[config.mk]
export PLATFORM = sky130hd
export DESIGN_NAME = fifo_wr_arbiter
export DESIGN_NICKNAME = d
export VERILOG_FILES = /design/src/rtl/fifo_wr_arbiter.sv
export SDC_FILE = /design/constraint.sdc
export NUM_CORES = 1
export LEC_CHECK = 0
export BUFFER_PORTS_ARGS = -buffer_cell sky130_fd_sc_hd__buf_2
export CAP_MARGIN = 5
export CORE_AREA = 2 2 51 53
export DETAILED_ROUTE_END_ITERATION = 10
export DIE_AREA = 0 0 53 55
export GPL_ROUTABILITY_DRIVEN = 0
export GPL_TIMING_DRIVEN = 1
export PLACE_DENSITY = 0.82
export SYNTH_ARGS = -nofsm -noshare
export SYNTH_HDL_FRONTEND = slang
export SYNTH_SLANG_ARGS = --single-unit
[constraint.sdc]
create_clock -name wr_clk -period 3.6 [get_ports wr_clk]
set_clock_uncertainty 0.05 [all_clocks]
set_input_delay 0.72 -clock wr_clk [delete_from_list [all_inputs] [get_ports wr_clk]]
set_output_delay 0.72 -clock wr_clk [all_outputs]
set_load 0.01 [all_outputs]
[src/rtl/fifo_wr_arbiter.sv]
// Round-robin arbiter sharing one FIFO write port among NUM_REQ write-domain producers.
// Grants one requester per packet burst, capped at MAX_BURST beats, and never writes while wr_full.
module fifo_wr_arbiter #(
  parameter int NUM_REQ   = 4,
  parameter int DATA_SIZE = 8,
  parameter int MAX_BURST = 16
) (
  input  logic                           wr_clk,
  input  logic                           wr_rstn,
  input  logic [NUM_REQ-1:0]             req_valid,
  input  logic [NUM_REQ*DATA_SIZE-1:0]   req_data,
  input  logic [NUM_REQ-1:0]             req_last,
  output logic [NUM_REQ-1:0]             req_ready,
  input  logic                           wr_full,
  output logic                           wr_inc,
  output logic [DATA_SIZE-1:0]           wr_data,
  output logic [$clog2(NUM_REQ)-1:0]     grant_id,
  output logic                           busy,
  output logic [$clog2(MAX_BURST+1)-1:0] beat_cnt,
  output logic                           burst_cut
);

  localparam int ID_W  = $clog2(NUM_REQ);
  localparam int CNT_W = $clog2(MAX_BURST + 1);

  typedef enum logic {
    IDLE  = 1'b0,
    BURST = 1'b1
  } state_e;

  state_e            state_q, state_d;
  logic [ID_W-1:0]   rr_ptr_q, rr_ptr_d;
  logic [ID_W-1:0]   grant_id_q, grant_id_d;
  logic [CNT_W-1:0]  beat_cnt_q, beat_cnt_d;
  logic              burst_cut_q, burst_cut_d;

  logic [ID_W-1:0]   winner;
  logic              winner_found;
  logic [ID_W-1:0]   next_ptr;
  logic              transfer;
  logic              at_cap;
  logic              is_last;

  // Index offset positions past base, wrapping modulo NUM_REQ (NUM_REQ need not be a power of two).
  function automatic logic [ID_W-1:0] rr_index(input logic [ID_W-1:0] base,
                                               input int unsigned     offset);
    int unsigned sum;
    sum = 32'(base) + offset;
    return ID_W'(sum % NUM_REQ);
  endfunction

  always_comb begin
    winner       = rr_ptr_q;
    winner_found = 1'b0;
    for (int unsigned k = 0; k < NUM_REQ; k++) begin
      if (!winner_found && req_valid[rr_index(rr_ptr_q, k)]) begin
        winner       = rr_index(rr_ptr_q, k);
        winner_found = 1'b1;
      end
    end
  end

  assign next_ptr = (grant_id_q == ID_W'(NUM_REQ - 1)) ? '0 : grant_id_q + ID_W'(1);
  assign is_last  = req_last[grant_id_q];
  assign at_cap   = (beat_cnt_q + CNT_W'(1)) == CNT_W'(MAX_BURST);

  // NOTE: every signal gets a default before the case so no path leaves it unassigned (no latches).
  always_comb begin
    state_d     = state_q;
    rr_ptr_d    = rr_ptr_q;
    grant_id_d  = grant_id_q;
    beat_cnt_d  = beat_cnt_q;
    burst_cut_d = 1'b0;
    req_ready   = '0;
    wr_inc      = 1'b0;
    wr_data     = '0;
    transfer    = 1'b0;

    case (state_q)
      IDLE: begin
        if (winner_found) begin
          state_d    = BURST;
          grant_id_d = winner;
          beat_cnt_d = '0;
        end
      end
      BURST: begin
        req_ready[grant_id_q] = !wr_full;
        transfer              = req_valid[grant_id_q] && !wr_full;
        wr_inc                = transfer;
        for (int i = 0; i < NUM_REQ; i++) begin
          if (grant_id_q == ID_W'(i)) wr_data = req_data[i*DATA_SIZE +: DATA_SIZE];
        end
        if (transfer) begin
          beat_cnt_d = beat_cnt_q + CNT_W'(1);
          if (is_last || at_cap) begin
            state_d     = IDLE;
            rr_ptr_d    = next_ptr;
            beat_cnt_d  = '0;
            burst_cut_d = !is_last;
          end
        end
      end
      default: state_d = IDLE;
    endcase
  end

  // NOTE: state registers use non-blocking assignments so every flop samples pre-edge values.
  always_ff @(posedge wr_clk or negedge wr_rstn) begin
    if (!wr_rstn) begin
      state_q     <= IDLE;
      rr_ptr_q    <= '0;
      grant_id_q  <= '0;
      beat_cnt_q  <= '0;
      burst_cut_q <= 1'b0;
    end else begin
      state_q     <= state_d;
      rr_ptr_q    <= rr_ptr_d;
      grant_id_q  <= grant_id_d;
      beat_cnt_q  <= beat_cnt_d;
      burst_cut_q <= burst_cut_d;
    end
  end

  assign grant_id  = grant_id_q;
  assign busy      = (state_q == BURST);
  assign beat_cnt  = beat_cnt_q;
  assign burst_cut = burst_cut_q;

endmodule

Yosys cells after proc, flatten, opt, wreduce, memory -nomap -nowiden

Index checks and enable logic that the tools add are counted.

Flip-flop bits (word level): 11
Output and inout bits: 22
Input port bits: 43

Reductions and logical operators: 15
Eq/ne operators: 6
Order comparisons: 6
Mux-type cells: 40
Bitwise logic cells: 2
Add/subtract/negate cells: 5

Operators by type and width:

| cell                | number |
|---|---|
| $mux 8              | 5 |
| $mux 1              | 18 |
| $lt 2x3->1 const B  | 5 |
| $mux 5              | 3 |
| $bmux 1 s2          | 6 |
| $pmux 5 s2          | 1 |
| $mux 2              | 4 |
| $add 5x1->5 const B | 1 |
| $eq 5x5->1 const B  | 1 |
| $logic_and 1x1->1   | 5 |
| $logic_not 1->1     | 5 |
| $add 2x1->2 const B | 2 |
| $add 2x2->2 const B | 2 |
| $and 4x4->4         | 1 |
| $eq 2x2->1 const B  | 2 |
| $mux 4              | 1 |
| $reduce_and 2->1    | 2 |
| $reduce_and 3->1    | 1 |
| $demux 1 s2         | 1 |
| $eq 2x1->1 const B  | 1 |
| $ge 2x1->1 const B  | 1 |
| $logic_not 2->1     | 1 |
| $ne 2x1->1 const B  | 1 |
| $ne 2x2->1 const B  | 1 |
| 3 further kinds     | 3 |

Depth between registers and ports, before layout

Depth in word-level cells: 14
Mapped depth: 8

Worst setup path before layout

No wires, ideal clock.

Path kind: input-to-output
From: in req_valid[1]
To: out wr_inc
Buffers on the path: 1
Data required time: 2.830 ns
Arrival: 1.626 ns
Cell stages on the path: 4
Path slack: 1.204 ns
Cells stage by stage: buf_6 > mux2_1 > a22oi_1 > inv_1

Word-level cells in the longest chain between the ends: 4

Ends and longest elaborated chain:

| item                         | line | source |
|---|---|---|
| from (decl)                  | 10   | `input logic [NUM_REQ-1:0] req_valid,` |
| $bmux 1 s2                   | 89   | `transfer = req_valid[grant_id_q] && !wr_full;` |
| $mux 1 (implied by the code) | 89   |  |
| $logic_and 1x1->1            | 89   |  |
| $mux 1                       | 79   | `case (state_q)` |
| to (decl)                    | 15   | `output logic wr_inc,` |

Every way passes these cells. The select of a mux whose other input is x is not followed.

Worst setup path after layout

From: reg grant_id_q[1], in the netlist grant_id[1]
To: out wr_data[4]

Word-level cells in the longest chain between the ends: 6
Elaborated cells between the ends (all ways): 9
Those cells by class: eq/ne: 3; mux: 5; reduce/logical: 1

Ends and longest elaborated chain:

| item                   | line | source |
|---|---|---|
| from (decl)            | 33   | `logic [ID_W-1:0] grant_id_q, grant_id_d;` |
| from (signal assigned) | 119  | `grant_id_q <= grant_id_d;` |
| $logic_not 2->1        | 92   | `if (grant_id_q == ID_W'(i)) wr_data = req_data[i*DATA_SIZE +: DATA_SIZE];` |
| $mux 8 (3 in series)   | 92   |  |
| $mux 8 *               | 92   |  |
| $mux 8 *               | 79   |  |
| to (decl)              | 16   | `output logic [DATA_SIZE-1:0] wr_data,` |

Every way passes the cells marked *; elsewhere a longest branch is shown, timed or not.

==> impl_results.md <==
* Worst reg-to-reg setup slack at 1.53 ns
* Total routing resource utilization after global routing at about a quarter
* Global-route wire length before repair at between 5 and 6 mm
* Worst slew margin relative to its limit at a little over three fifths
* Non-filler instance count after layout at ~230
* Worst-Margin Slew at 0.552 ns
* Cell area after synthesis at 1040 sq um
* Total count of max-transition violations in the final report at 0
* Leading area contributor after synthesis: sky130_fd_sc_hd__dfrtp_1
* Area inside the core boundary at about 2400 sq um
* Count of nets after finishing at 250
* Count of synthesis-stage warnings from yosys at 0
* Setup violators final at 0
* Start of the worst register-to-register path: grant_id[0]$_DFFE_PN0P_
* Final hold viol count at 0
* Crit Path Max Fanout at 11
* Via count at approximately 1300
* Placed Cells incl. Taps at 227
* Post-synthesis instance total at 137
* Die width at between 50 and 60 um
* Arrival time reported for the critical path endpoint at 2.38 ns
* Final total power at 0.00108 W
* Initial antenna violation count at 0
* Power per unit of standard cell area at roughly 760 nW/um^2
* Number of cells on the worst reg-to-reg path at 4
* Sequential share of the synthesized area at approximately a quarter
* Gates resized, CTS repair at 0
* Highest ir drop seen on vdd at about 380 uV
* Inserted Clock Buffers at 3
* Count of maximum capacitance violations at 0
* Element type at the critical path start: flop
* Setup TNS at 0 ns
* Starting Density at a little over two fifths
* Starting DRC count in detailed routing at 31
* Endpoint of the worst register-to-register path: rr_ptr_q[1]$_DFFE_PN0P_
* Y dimension of the die at 55 um
* Clk sinks at 11
* Port buffer count at between 60 and 70
* Latest clock arrival within the worst-skew pair at 0.28 ns
* Wire per inst at 14.0 um
* Fraction of final layout cells with drive strength greater than 1 at 35.3%
* Top-level port count at 65
* Floorplan die area at between 2000 and 3000 sq um
* Syn avg cell area at between 7 and 8 sq um
* RSZ-0062 raised after global routing: false
* Highest achievable clock rate at 317 MHz
* Outcome: complete, no violations
* TritonCTS clock tree: built
* Drt total wl at ~3.2 mm
* Share of the cycle needed by the critical path after routing at 87.6%
* Net count after synthesis at approximately 190
* Number of global-route vias before repair at 1167
* Sort of element at the end of the critical path: output port
* Grt ovf at 0
* Share of the synthesized area in the top cell type at 26.5%
* Antenna Violating Nets Remaining at 0
* Root buf cell: sky130_fd_sc_hd__clkbuf_4
* Pin count of the biggest net entering global routing at 19
* Post-Route Utilization at 59.6%
* Clock-pin slew on the worst setup and hold paths at about 0.07 ns
* Setup Crit Path Kind: reg -> out
* Synth area leaders: sky130_fd_sc_hd__dfrtp_1 (26%), sky130_fd_sc_hd__a21oi_1 (7.2%), sky130_fd_sc_hd__ha_1 (6.0%)
* # hold bufs at CTS at 0
* Filler Cell Count at ~230
* Length of the first detailed-routing pass in iterations at 6
* Antenna cells at 0
* HPWL after detailed placement at between 2 and 3 mm
* Cell with the biggest individual delay on the critical path: sky130_fd_sc_hd__dfrtp_1
* Critical path cell sequence: inv_1, ha_1, nor2b_1, a221oi_1, nor3_1, a21oi_1, nor2_1, buf_2
* Slowest Stage Delay on Critical Path at 0.52 ns
* Synthesized flop and latch total at 11
* Buffer levels on the longest clock path at 2
* Type of the tightest min-delay check: in -> async
* Synth cell types at 34
* Required time of the critical path at 2.83 ns
* Area Growth Syn to Fin at 35.5%
* Placement Rows at 18
* Vias per inst at 5.49
* Leakage power at 0.712 nW
* # DRC at 0
* Shortest clock period the worst path allows after layout at ~3.2 ns
* Non-Filler Cell Area, Final at ~1400 sq um
* CTS H-tree lvls at 1
* Setup bufs post-CTS at 0
* Placed instance area at between 1000 and 1500 sq um
report_power, final:
part | leakage (nW) | switching [W] | internal, W
sequential | 0.138 | 0.0000899 | 0.000170
combinational | 0.559 | 0.000408 | 0.000322
clock | 0.0150 | 0.0000426 | 0.0000430
through the flow:
step / worst slack, ns / hold WS, ns
6_report: 0.447 / 0.245
5_1_grt: 0.239 / 0.250
4_1_cts: 0.478 / 0.253
3_5_place_dp: 0.797 / 0.516
3_3_place_gp: 0.897 / 0.499
2_1_floorplan: 1.20 / 0.374
synth_stat cells:
cell and number:
sky130_fd_sc_hd__a21oi_1 15, sky130_fd_sc_hd__nor2_1 13, sky130_fd_sc_hd__dfrtp_1 11, sky130_fd_sc_hd__nor3_1 11, sky130_fd_sc_hd__nand2_1 10, sky130_fd_sc_hd__inv_1 8, sky130_fd_sc_hd__nor2b_1 8, sky130_fd_sc_hd__o21ai_0 8
sky130_fd_sc_hd__a221oi_1 7, sky130_fd_sc_hd__and2_1 6, sky130_fd_sc_hd__ha_1 5, sky130_fd_sc_hd__clkbuf_1 4, sky130_fd_sc_hd__a22oi_1 3, sky130_fd_sc_hd__mux2_1 3, sky130_fd_sc_hd__o21ai_1 3, sky130_fd_sc_hd__nand3_1 2
sky130_fd_sc_hd__nand3b_1 2, sky130_fd_sc_hd__o22ai_1 2, sky130_fd_sc_hd__a222oi_1 1, sky130_fd_sc_hd__a31oi_1 1, sky130_fd_sc_hd__and3b_1 1, sky130_fd_sc_hd__buf_1 1, sky130_fd_sc_hd__buf_6 1, sky130_fd_sc_hd__mux4_2 1
sky130_fd_sc_hd__nand2b_1 1, sky130_fd_sc_hd__nand4b_1 1, sky130_fd_sc_hd__nor3b_2 1, sky130_fd_sc_hd__nor4_1 1, sky130_fd_sc_hd__o211ai_1 1, sky130_fd_sc_hd__o221ai_1 1, sky130_fd_sc_hd__o41ai_1 1, sky130_fd_sc_hd__or2_0 1
sky130_fd_sc_hd__or2b_1 1, sky130_fd_sc_hd__or4_1 1
kinds of logic (layout without fill, tap and decap cells):
family,Yosys count,after routing,share of synthesized area (%)
simple gates,60,60,30.6
compound gates,43,43,25.8
buf+inv,14,78,5.78
flops,11,11,26.5
fa+ha+maj,5,5,6.02
mux,4,4,5.41
layer usage:
layer  vias to the layer above  wire, um  GRT usage, %
met2                        44      1630          43.5
met4                         0        54          6.41
met3                         7       142          4.84
li1                        628         -             -
met1                       589      1410          29.6
met5                         -         0             0
layout make-up:
class	count	area [sq um]	area share (%)
multi-input cells	112	704	50.0
clock buffers	4	26.3	1.87
inverters	8	30.0	2.13
repair buffers	66	335	23.8
flip-flops and latches	11	275	19.5
well taps	30	37.5	2.66
worst max-delay path by stage:
| stage | from | to | slack, ns | cells past startpoint |
|---|---|---|---|---|
| 2_1_floorplan | req_valid[1] | wr_inc | 1.20 | 4 |
| 3_3_place_gp | grant_id[1]$_DFFE_PN0P_ | wr_data[1] | 0.90 | 8 |
| 3_5_place_dp | grant_id[1]$_DFFE_PN0P_ | wr_data[4] | 0.80 | 8 |
| 4_1_cts | grant_id[1]$_DFFE_PN0P_ | wr_data[4] | 0.48 | 8 |
| 5_1_grt | grant_id[1]$_DFFE_PN0P_ | wr_data[4] | 0.24 | 8 |
| 6_report | grant_id[1]$_DFFE_PN0P_ | wr_data[4] | 0.45 | 8 |
registers in the layout, indices dropped and copies added (netlist names):
name / flops
grant_id: 2
busy: 1
burst_cut: 1
beat_cnt: 5
rr_ptr_q: 2
cell usage in the layout (no fill, tap or decap), drive strengths merged, types with 3 or more instances in the layout:
cell     n
nor2    13
ha       5
buf     66
nor3    11
and2     6
o21ai   11
a221oi   7
nor2b    8
clkbuf   4
inv      8
mux2     3
dfrtp   11
nand2   10
a22oi    3
a21oi   15
worst max-delay path: cells and delay by family (launching register included):
kind,cells,cell delay (ns)
flops,1,0.52
compound gates,2,0.24
simple gates,3,0.75
fa+ha+maj,1,0.33
buf+inv,2,0.28
Note: power is estimated with default switching activity, not from simulation.
